### src/rtl/i2c_disp_master.sv
// I2C write-only master mirroring a 16-byte shadow register file into the display controller.
// Optional I2C_DISP_BURST_EN: chain consecutive dirty bytes into one transaction without STOP.
module i2c_disp_master #(
  parameter int unsigned CLK_DIV   = 16,
  parameter logic [6:0]  SLAVE_ADR = 7'h38,
  parameter int unsigned RETRIES   = 2
) (
  input  logic       clk,
  input  logic       reset,
  input  logic       wr_en,
  input  logic [3:0] wr_addr,
  input  logic [7:0] wr_data,
  output logic       scl_out,
  output logic       sda_out,
  input  logic       sda_in,
  output logic       busy,
  output logic       nack_err
);

  localparam int unsigned TW = $clog2(CLK_DIV);

  typedef enum logic [2:0] {StIdle, StStart, StAddr, StReg, StData, StStop} state_e;

  state_e        state_q, state_d;
  logic [TW-1:0] tmr_q, tmr_d;
  logic [1:0]    qtr_q, qtr_d;
  logic [3:0]    bitc_q, bitc_d;
  logic [3:0]    idx_q, idx_d;
  logic [7:0]    tx_q, tx_d;
  logic          nack_q, nack_d;
  logic          fail_q, fail_d;
  logic [7:0]    retry_q, retry_d;
  logic [15:0]   dirty_q, dirty_d;
  logic          nack_err_q, nack_err_d;
  logic          scl_q, scl_d, sda_q, sda_d;
  logic [7:0]    ram_q [16];
  logic          tick;
  logic [3:0]    low_idx;
  logic [7:0]    cur_byte;

`ifdef I2C_DISP_BURST_EN
  logic [3:0] idx_nxt;
  assign idx_nxt = idx_q + 4'd1;
`endif

  assign tick     = (tmr_q == TW'(CLK_DIV - 1));
  assign busy     = (state_q != StIdle) || (|dirty_q);
  assign nack_err = nack_err_q;
  assign scl_out  = scl_q;
  assign sda_out  = sda_q;

  always_comb begin
    low_idx = '0;
    for (int i = 15; i >= 0; i--) begin
      if (dirty_q[i]) low_idx = 4'(i);
    end
  end

  always_comb begin
    state_d    = state_q;
    tmr_d      = tmr_q;
    qtr_d      = qtr_q;
    bitc_d     = bitc_q;
    idx_d      = idx_q;
    tx_d       = tx_q;
    nack_d     = nack_q;
    fail_d     = fail_q;
    retry_d    = retry_q;
    dirty_d    = dirty_q;
    nack_err_d = wr_en ? 1'b0 : nack_err_q;

    if (state_q != StIdle) tmr_d = tick ? '0 : tmr_q + 1'b1;

    unique case (state_q)
      StIdle: begin
        if (|dirty_q) begin
          idx_d            = low_idx;
          tx_d             = ram_q[low_idx];
          dirty_d[low_idx] = 1'b0;
          fail_d           = 1'b0;
          qtr_d            = '0;
          bitc_d           = '0;
          tmr_d            = '0;
          state_d          = StStart;
        end
      end
      StStart: begin
        if (tick) begin
          if (qtr_q == 2'd1) begin
            qtr_d   = '0;
            bitc_d  = '0;
            state_d = StAddr;
          end else begin
            qtr_d = qtr_q + 2'd1;
          end
        end
      end
      StAddr, StReg, StData: begin
        if (tick) begin
          qtr_d = qtr_q + 2'd1;
          if (qtr_q == 2'd2 && bitc_q == 4'd8) nack_d = sda_in;
          if (qtr_q == 2'd3) begin
            if (bitc_q != 4'd8) begin
              bitc_d = bitc_q + 4'd1;
            end else begin
              bitc_d = '0;
              if (nack_q) begin
                fail_d  = 1'b1;
                state_d = StStop;
              end else if (state_q == StAddr) begin
                state_d = StReg;
              end else if (state_q == StReg) begin
                state_d = StData;
              end else begin
`ifdef I2C_DISP_BURST_EN
                if (idx_q != 4'hf && dirty_q[idx_nxt]) begin
                  idx_d            = idx_nxt;
                  tx_d             = ram_q[idx_nxt];
                  dirty_d[idx_nxt] = 1'b0;
                end else begin
                  state_d = StStop;
                end
`else
                state_d = StStop;
`endif
              end
            end
          end
        end
      end
      StStop: begin
        if (tick) begin
          qtr_d = qtr_q + 2'd1;
          if (qtr_q == 2'd3) begin
            if (!fail_q) begin
              retry_d = '0;
              state_d = StIdle;
            end else if (retry_q < 8'(RETRIES)) begin
              retry_d = retry_q + 8'd1;
              fail_d  = 1'b0;
              state_d = StStart;
            end else begin
              nack_err_d = 1'b1;
              retry_d    = '0;
              fail_d     = 1'b0;
              state_d    = StIdle;
            end
          end
        end
      end
      default: state_d = StIdle;
    endcase

    // A CPU write in the same cycle as a latch wins, so the byte is resent later.
    if (wr_en) dirty_d[wr_addr] = 1'b1;
  end

  // Pin levels are decoded from next-state so the registered pins line up with the state.
  always_comb begin
    scl_d = 1'b1;
    sda_d = 1'b1;
    unique case (state_d)
      StAddr:  cur_byte = {SLAVE_ADR, 1'b0};
      StReg:   cur_byte = {4'h0, idx_d};
      default: cur_byte = tx_d;
    endcase
    unique case (state_d)
      StStart: begin
        sda_d = 1'b0;
        scl_d = (qtr_d == 2'd0);
      end
      StAddr, StReg, StData: begin
        scl_d = (qtr_d == 2'd1) || (qtr_d == 2'd2);
        sda_d = (bitc_d == 4'd8) ? 1'b1 : cur_byte[~bitc_d[2:0]];
      end
      StStop: begin
        scl_d = (qtr_d != 2'd0);
        sda_d = qtr_d[1];
      end
      default: ;
    endcase
  end

  always_ff @(posedge clk or posedge reset) begin
    if (reset) begin
      state_q    <= StIdle;
      tmr_q      <= '0;
      qtr_q      <= '0;
      bitc_q     <= '0;
      idx_q      <= '0;
      tx_q       <= '0;
      nack_q     <= 1'b0;
      fail_q     <= 1'b0;
      retry_q    <= '0;
      dirty_q    <= '0;
      nack_err_q <= 1'b0;
      scl_q      <= 1'b1;
      sda_q      <= 1'b1;
    end else begin
      state_q    <= state_d;
      tmr_q      <= tmr_d;
      qtr_q      <= qtr_d;
      bitc_q     <= bitc_d;
      idx_q      <= idx_d;
      tx_q       <= tx_d;
      nack_q     <= nack_d;
      fail_q     <= fail_d;
      retry_q    <= retry_d;
      dirty_q    <= dirty_d;
      nack_err_q <= nack_err_d;
      scl_q      <= scl_d;
      sda_q      <= sda_d;
    end
  end

  always_ff @(posedge clk or posedge reset) begin
    if (reset) begin
      for (int i = 0; i < 16; i++) ram_q[i] <= '0;
    end else if (wr_en) begin
      ram_q[wr_addr] <= wr_data;
    end
  end

endmodule

### config.mk
export PLATFORM = sky130hd
export DESIGN_NAME = i2c_disp_master
export DESIGN_NICKNAME = d
export VERILOG_FILES = /design/src/rtl/i2c_disp_master.sv
export SDC_FILE = /design/constraint.sdc
export NUM_CORES = 1
export LEC_CHECK = 0
export BUFFER_PORTS_ARGS = -buffer_cell sky130_fd_sc_hd__buf_2
export CAP_MARGIN = 40
export CORE_ASPECT_RATIO = 0.5
export CORE_UTILIZATION = 44
export DETAILED_ROUTE_END_ITERATION = 10
export SYNTH_ARGS = -nofsm -noshare
export SYNTH_HDL_FRONTEND = slang
export SYNTH_SLANG_ARGS = --single-unit
### constraint.sdc
create_clock -name clk -period 5.7 [get_ports clk]
set_input_delay 1.14 -clock clk [delete_from_list [all_inputs] [get_ports clk]]
set_output_delay 1.14 -clock clk [all_outputs]
set_load 0.01 [all_outputs]
==> flow_summary.ini, run 1 <==
[cts]
cts_sinks = 182
htree_levels = 4
cts_max_path_buffers = 2
cts_setup_buffers = 0
cts_resized = 0
cts_root_buf = clkbuf_16
insertion_delay_ns = 0.44
cts.hold.buffers_added = 0
cts_buffers = 17
cts.clk_slew.worst_paths_ns = 0.07
cts_tree = yes

[finish]
nNetsFinal = 871
fin_cells = 1124
num_antenna_cells = 0
layout_common_cells = 180 x dfrtp_1, 132 x mux2_2, 77 x nand2_1
fill_cells = 1806
area_growth_pct = 11.7
drive_gt1_share_pct = 25.3
final_common_cell = dfrtp_1
fin_area_um2 = 9930

[power]
cellPowerDensity_nw_per_um2 = 322
ir_drop_uv = 153
p_total_w = 0.00320
cellLeakagePower_nw = 4.24

[worst_setup_path]
cp-start-kind = flip-flop
cp.arrival_ns = 2.59
crit_fanout = 7
required_ns = 4.56
path_class = reg2out
r2r_slack_ns = 2.17
end_kind = output port

[logic_synthesis]
synthCells = 825
synth_top_area_cell = dfrtp_1
avgSynthCellArea_um2 = 10.8
yosysTopAreaCellShare_pct = 50.7
ys_seq_elements = 182
yosys_warnings = 0
synth_top_family_by_area = multiplexers
synthArstFlopShare_pct = 100
synth_nets = 851
synth_area_um2 = 8890
synth-edff-count = 0
synthMuxAreaShare_pct = 16.9
yosysUniqueCellTypes = 66
synth-adder-area-share_pct = 1.41
synth_seq_area_share_pct = 51.3
synth_compound_area_share_pct = 14.2
ys.flop_type = dfrtp_1
synth-xor-area-share_pct = 0.0985
synth_area_leaders = dfrtp_1 51%, mux2_2 17%, nand2_1 3.3%
synthSimpleGateAreaFrac_pct = 13.3

[floorplanning]
rows = 36
core_um2 = 19600
chipWidth_um = 203
die_h_um = 103
die_area_um2 = 20800
io_pins = 20
start_util_pct = 45.3

[sta]
worstMarginPinSlew_ns = 1.02
finClkSkew_ns = 0.00981
post-route-period-util_pct = 65.4
setup-violations-final = 0
slew_headroom_pct = 32.3
rsz0062_at_grt = no
final_hold_viol_count = 0
tns_ns = 0
maxSlewViolCount = 0
layout_min_cycle_time_ns = 3.73
max_freq_ghz = 0.268

[drt]
initialDrtViolationCount = 627
drt_pass1_iterations = 6
drc_errors = 0
wl_um = 24900
vias_per_cell = 6.09
ant_nets = 0
dr_total_vias = 6844
wl_per_cell_um = 22.1

[place]
dp_cells = 1092
dp_hpwl_um = 16800
gp_congestion = 0.908
numPortBuffers = 19
place_area_um2 = 9360

[global_route]
grt_first_pass_wirelength_um = 39100
grtUsageTotal_pct = 25.4
grt_max_degree = 183
grt_overflow_total = 0
antenna_found_initial = 0
grt_pass1_vias = 6664

[min_path]
hold_class = reg2reg

[flow_run]
maxCapViolCount = 0

[status]
status = finished clean
[power breakdown]
group | total [W] | switching, W | leakage [nW] | internal, W
sequential | 0.00162 | 0.000116 | 2.22 | 0.00150
clock | 0.00117 | 0.000537 | 0.283 | 0.000636
combinational | 0.000408 | 0.000193 | 1.73 | 0.000215
total | 0.00320 | 0.000846 | 4.24 | 0.00236
[final cells by class]
class / count / area, µm² / share of cell area, %
sequential: 182 / 4560 / 45.9
tap: 266 / 333 / 3.35
multi-input combinational: 584 / 4100 / 41.2
timing repair buffer: 41 / 297 / 2.99
inverter: 19 / 75.1 / 0.756
clock buffer: 21 / 460 / 4.64
clock inverter: 11 / 114 / 1.15
[synthesized netlist by cell type, types with 3 or more instances]
master / instances
nand3b_1: 4
o21ai_0: 44
a22oi_1: 4
nand2b_1: 9
nor4_2: 3
inv_1: 19
and2_1: 6
a21o_1: 5
dfrtp_1: 180
o211ai_1: 3
nor2_1: 75
ha_1: 10
and4_1: 3
or4_1: 3
nand3_1: 21
or3_1: 5
nor3b_1: 4
nand4_1: 4
o32ai_1: 7
a22o_1: 4
nor3_1: 22
buf_6: 3
a31oi_1: 12
a211oi_1: 5
a41oi_1: 3
clkbuf_1: 34
o22ai_1: 26
a21oi_1: 35
mux2_2: 132
o221ai_1: 5
and3_1: 4
o22a_1: 6
nand2_1: 77
[critical path, stage by stage, from the launching register on]
cell     delay [ns]
dfrtp_1        0.42
nor4_2         0.68
nand3_1        0.30
nor3_1         0.38
inv_1          0.18
buf_2          0.18
[stage by stage]
step	hold WS [ns]	util [%]	setup slack (ns)
floorplan	0.438	-	2.23
global placement	0.459	47.1	2.16
detailed placement	0.469	47.6	2.21
CTS	0.487	50.6	2.01
global route	0.510	50.6	1.65
finish	0.484	50.6	1.97
[path summary, 6_finish.rpt]
kind,startpoint,to,cells past startpoint
setup / recovery,dirty_q[12],busy,5
min in group asynchronous,reset,dirty_q[3],3
hold reg to reg,tx_q[3],tx_q[3],2
setup reg to reg,tmr_q[0],sda_out,11
max in group asynchronous,reset,ram_q[31],3
hold / removal,tx_q[3],tx_q[3],2
[cell families (layout without fill, tap and decap cells)]
logic type,count (synthesis),in the layout
buffers and inverters,59,92
flip-flops,182,182
adder cells (fa/ha/maj),10,10
multiplexers,134,134
XOR/XNOR,1,1
AND/OR/NAND/NOR,250,250
AO/OA/AOI/OAI,189,189
[sequential cells by signal (all words and copies together) (netlist names)]
| name | count |
|---|---|
| scl_out | 1 |
| nack_q | 1 |
| bitc_q | 4 |
| ram_q | 128 |
| tx_q | 8 |
| state_q | 3 |
| sda_out | 1 |
| fail_q | 1 |
| dirty_q | 16 |
| idx_q | 4 |
| qtr_q | 2 |
| nack_err | 1 |
| retry_q | 8 |
| tmr_q | 4 |
[per-layer routing]
layer / vias up / wire length (µm) / track usage (%)
met5: - / 0 / 0
met4: 0 / 604 / 8.56
met3: 43 / 1960 / 8.12
met2: 243 / 10600 / 38.0
met1: 3482 / 11700 / 35.1
li1: 3076 / - / -
(Power assumes the default switching activity.)
==> run 2, diff against run 1 <==
clock period = 3.3 ns   (was 5.7 ns; I/O delays follow)
==> run 2 against run 1 <==
  * Total power rose by 77%
  * Global-route usage increased by 0.11 points
  * Core utilization grew 2.0 points
==> flow_summary.ini, run 2 (synthesis gave the netlist of run 1 again) <==
[cts]
cts_setup_buffers = 0
insertion_delay_ns = 0.43
cts_tree = yes
cts.clk_slew.worst_paths_ns = 0.07
cts_sinks = 182
htree_levels = 4
cts_root_buf = clkbuf_16
cts_buffers = 17
cts_max_path_buffers = 2

[sta]
rsz0062_at_grt = no
finClkSkew_ns = 0.00808
tns_ns = 0
layout_min_cycle_time_ns = 3.17
max_freq_ghz = 0.316
worstMarginPinSlew_ns = 0.791
post-route-period-util_pct = 96.0
slew_headroom_pct = 47.1
hold_slack_ns = 0.165
setup-violations-final = 0
maxSlewViolCount = 0
final_hold_viol_count = 0

[worst_setup_path]
end_kind = flip-flop
cp.arrival_ns = 3.52
cp-start-kind = flip-flop
path_class = reg2reg
crit_fanout = 9
required_ns = 3.65

[finish]
drive_gt1_share_pct = 29.6
layout_common_cells = 180 x dfrtp_1, 132 x mux2_2, 77 x nand2_1
nNetsFinal = 906
largest-register = ram_q
area_growth_pct = 16.2
final_common_cell = dfrtp_1
top_regs = ram_q x128, dirty_q x16
num_antenna_cells = 0
largest_register_ffs = 128
fill_cells = 1772

[drt]
wl_um = 25400
drt_pass1_iterations = 6
initialDrtViolationCount = 486
dr_total_vias = 7012
drc_errors = 0
vias_per_cell = 6.06
ant_nets = 0
wl_per_cell_um = 22.0

[min_path]
hold_class = in2async

[global_route]
antenna_found_initial = 0
grtUsageTotal_pct = 25.5
grt_pass1_vias = 6742
grt_first_pass_wirelength_um = 39600
grt_max_degree = 102
grt_overflow_total = 0

[power]
cellLeakagePower_nw = 4.45
cellPowerDensity_nw_per_um2 = 547
ir_drop_uv = 261

[place]
dp_hpwl_um = 17100
numPortBuffers = 19
gp_congestion = 0.922

[status]
status = finished clean

[floorplanning]
die_h_um = 103
start_util_pct = 45.3
io_pins = 20
chipWidth_um = 203
die_area_um2 = 20800
rows = 36
core_um2 = 19600

[flow_run]
maxCapViolCount = 0
run 2: stage by stage:
stage	utilization, %	instances	power [W]	instance area [µm²]	setup slack [ns]
after global placement	49.1	1126	0.00351	9640	0.168
after CTS	52.2	1157	0.00568	10300	0.0888
after detailed placement	49.1	1126	0.00354	9640	0.112
after floorplan	-	825	0.00331	8890	0.274
final	52.6	1158	0.00565	10300	0.131
after global routing	52.6	1158	0.00588	10300	0.00410
run 2: path summary, 6_finish.rpt:
path / from / endpoint / slack [ns] / cells after the start
max in group asynchronous: reset / ram_q[9] / 2.30 / 3
min in group clk: sda_in / nack_q / 0.46 / 2
setup reg to reg: dirty_q[4] / sda_out / 0.13 / 9
hold / removal: reset / dirty_q[15] / 0.17 / 2
hold reg to reg: tx_q[6] / tx_q[6] / 0.48 / 2
setup / recovery: dirty_q[4] / sda_out / 0.13 / 9
run 2: area by class of cell:
| cell class | instances | area [µm²] | share of cell area [%] |
|---|---|---|---|
| clock inverter | 12 | 170 | 1.65 |
| sequential | 182 | 4560 | 44.1 |
| timing repair buffer | 75 | 578 | 5.60 |
| tap | 266 | 333 | 3.22 |
| multi-input combinational | 585 | 4170 | 40.4 |
| inverter | 19 | 75.1 | 0.727 |
| clock buffer | 19 | 443 | 4.29 |
run 2: what timing repair did:
item	in CTS	in global routing
hold buffers	0	0
setup endpoints to repair	0	2
resized for setup	0	15
run 2: report_power, final:
group          switching, W  internal, W  total, W
logic              0.000331     0.000387  0.000718
clock network      0.000919      0.00122   0.00214
registers          0.000193      0.00260   0.00279
total               0.00144      0.00421   0.00565
run 2: critical path, cell delays in order, from the launching register on:
cell and delay [ns]:
dfrtp_1 0.44, or4_4 0.66, or4_4 0.67, o32a_1 0.32, o22ai_1 0.16, a31oi_1 0.06, a32o_1 0.31, a211o_1 0.28
nand3_1 0.08, a311oi_1 0.10
run 2: layer usage:
layer / up-vias / share of wire [%] / track usage, %
met2: 277 / 43 / 37.4
met3: 31 / 8.8 / 6.29
met1: 3551 / 47 / 37.2
met5: - / 0 / 0
li1: 3153 / - / -
met4: 0 / 1.5 / 7.92
==> run 3, diff against run 2 <==
MAX_ROUTING_LAYER = met4   (was default)
==> run 3 against run 2 <==
  * Final cell count shrank 0.26%
  * Sequential power is essentially flat
  * Register-to-register slack is essentially flat
  * Via count shrank 1.8%
  * Cell area shrank 0.95%
  * Routed wire length shrank 0.42%
  * Core utilization shrank 0.50 points
  * Count of clock-buffer cells in the layout grew 1
  * Sequential share of layout area grew 0.42 points
  * Worst setup slack gained 0.010 ns
  * Total power shrank 3.5%
  * Die area is the same
  * Largest cell class unchanged
==> flow_summary.ini, run 3 (synthesis gave the netlist of run 1 again) <==
[global_route]
antenna_found_initial = 0
grtUsageMet2_pct = 40.1
grt_pass1_vias = 6721
grt_max_degree = 124
grt_first_pass_wirelength_um = 39700
grtUsageTotal_pct = 26.8
grt_util_met1_pct = 36.9
met3_usage_pct = 5.82
grt.busiest_layer = met2
grt_overflow_total = 0

[sta]
slew_headroom_pct = 47.5
post-route-period-util_pct = 95.7
max_freq_ghz = 0.317
layout_min_cycle_time_ns = 3.16
rsz0062_at_grt = no
setup-violations-final = 0
maxSlewViolCount = 0
finClkSkew_ns = 0.0171
final_hold_viol_count = 0
setup_ws_ns = 0.141
hold_slack_ns = 0.376
worstMarginPinSlew_ns = 0.785

[cts]
cts_sinks = 182
cts.hold.buffers_added = 0
cts_max_path_buffers = 2
htree_levels = 4
cts_buffers = 17
cts_tree = yes
cts.clk_slew.worst_paths_ns = 0.06
cts_root_buf = clkbuf_16
insertion_delay_ns = 0.45

[worst_setup_path]
reg2regPathDepth = 9
reg2reg_from = dirty_q[9]
end_kind = flip-flop
r2r_slack_ns = 0.14
required_ns = 3.65
path_class = reg2reg
crit_fanout = 18
cp-start-kind = flip-flop
cp.arrival_ns = 3.51
r2r-end = sda_out

[place]
place_ws_ns = -0.108
numPortBuffers = 19
gp_congestion = 0.917
dp_hpwl_um = 17000

[finish]
num_antenna_cells = 0
ff_latch_area_um2 = 4560
final_common_cell = dfrtp_1
multi_input_area_um2 = 4140
largest_register_ffs = 128
layout_common_cells = 180 x dfrtp_1, 132 x mux2_2, 77 x nand2_1
fill_cells = 1764
area_growth_pct = 15.1
largest-register = ram_q
nNetsFinal = 902
top_regs = ram_q x128, dirty_q x16
drive_gt1_share_pct = 29.0

[floorplanning]
rows = 36
start_util_pct = 45.3
core_um2 = 19600
io_pins = 20
die_h_um = 103
chipWidth_um = 203
die_area_um2 = 20800

[drt]
wl_um = 25300
dr_total_vias = 6884
drc_errors = 0
drt_pass1_iterations = 5
initialDrtViolationCount = 547
vias_per_cell = 5.96
wl_per_cell_um = 21.9
ant_nets = 0

[flow_run]
maxCapViolCount = 0

[power]
ir_drop_uv = 223
cellPowerDensity_nw_per_um2 = 533
cellLeakagePower_nw = 4.40

[status]
status = finished clean

[min_path]
hold_class = in2async
run 3: critical path: stages (launching register included):
cell and delay [ns]:
dfrtp_1 0.42, or4_1 0.62, or4_4 0.72, o32a_1 0.34, o22ai_1 0.15, a31oi_1 0.06
a32o_1 0.30, a211o_1 0.28, nand3_1 0.08, a311oi_1 0.09
run 3: metrics by stage:
stage	utilization [%]	cell area, µm²	setup TNS (ns)	total power (W)	cells
final	52.1	10200	0	0.00546	1155
after global routing	52.1	10200	0	0.00570	1155
after CTS	51.9	10200	0	0.00549	1155
after detailed placement	49.1	9640	-0.108	0.00354	1123
after global placement	49.1	9640	-0.0773	0.00351	1123
after floorplan	-	8890	0	0.00331	825
run 3: timing repair:
item | in CTS | in global routing
pin swaps | 0 | 0
endpoints found under the setup margin | 1 | 1
gates resized for setup | 2 | 10
buffers inserted | 0 | 0
run 3: layer usage:
layer / vias to the layer above / share of wire (%)
met2: 246 / 44
met1: 3488 / 48
li1: 3130 / -
met5: - / 0
met4: 0 / 1.0
met3: 20 / 7.2
run 3: power breakdown:
group          leakage (nW)  internal (W)  switching, W
Combinational          1.90      0.000387      0.000337
Sequential             2.22       0.00260      0.000193
Clock                 0.275       0.00102      0.000924
run 3: how the worst max path moves through the flow:
stage          cells past startpoint      end  slack, ns        start
4_1_cts                           11  sda_out       0.06  dirty_q[14]
2_1_floorplan                     12  sda_out       0.27   dirty_q[0]
6_report                           9  sda_out       0.14   dirty_q[9]
5_1_grt                           11  sda_out       0.03   dirty_q[0]
3_5_place_dp                      11  sda_out      -0.11  dirty_q[14]
3_3_place_gp                      11  sda_out      -0.08  dirty_q[14]
run 3: layout make-up:
type	instances	area share, %
inverter	19	0.734
sequential	182	44.5
clock inverter	12	0.881
tap	266	3.25
clock buffer	20	4.46
multi-input combinational	584	40.4
timing repair buffer	72	5.68
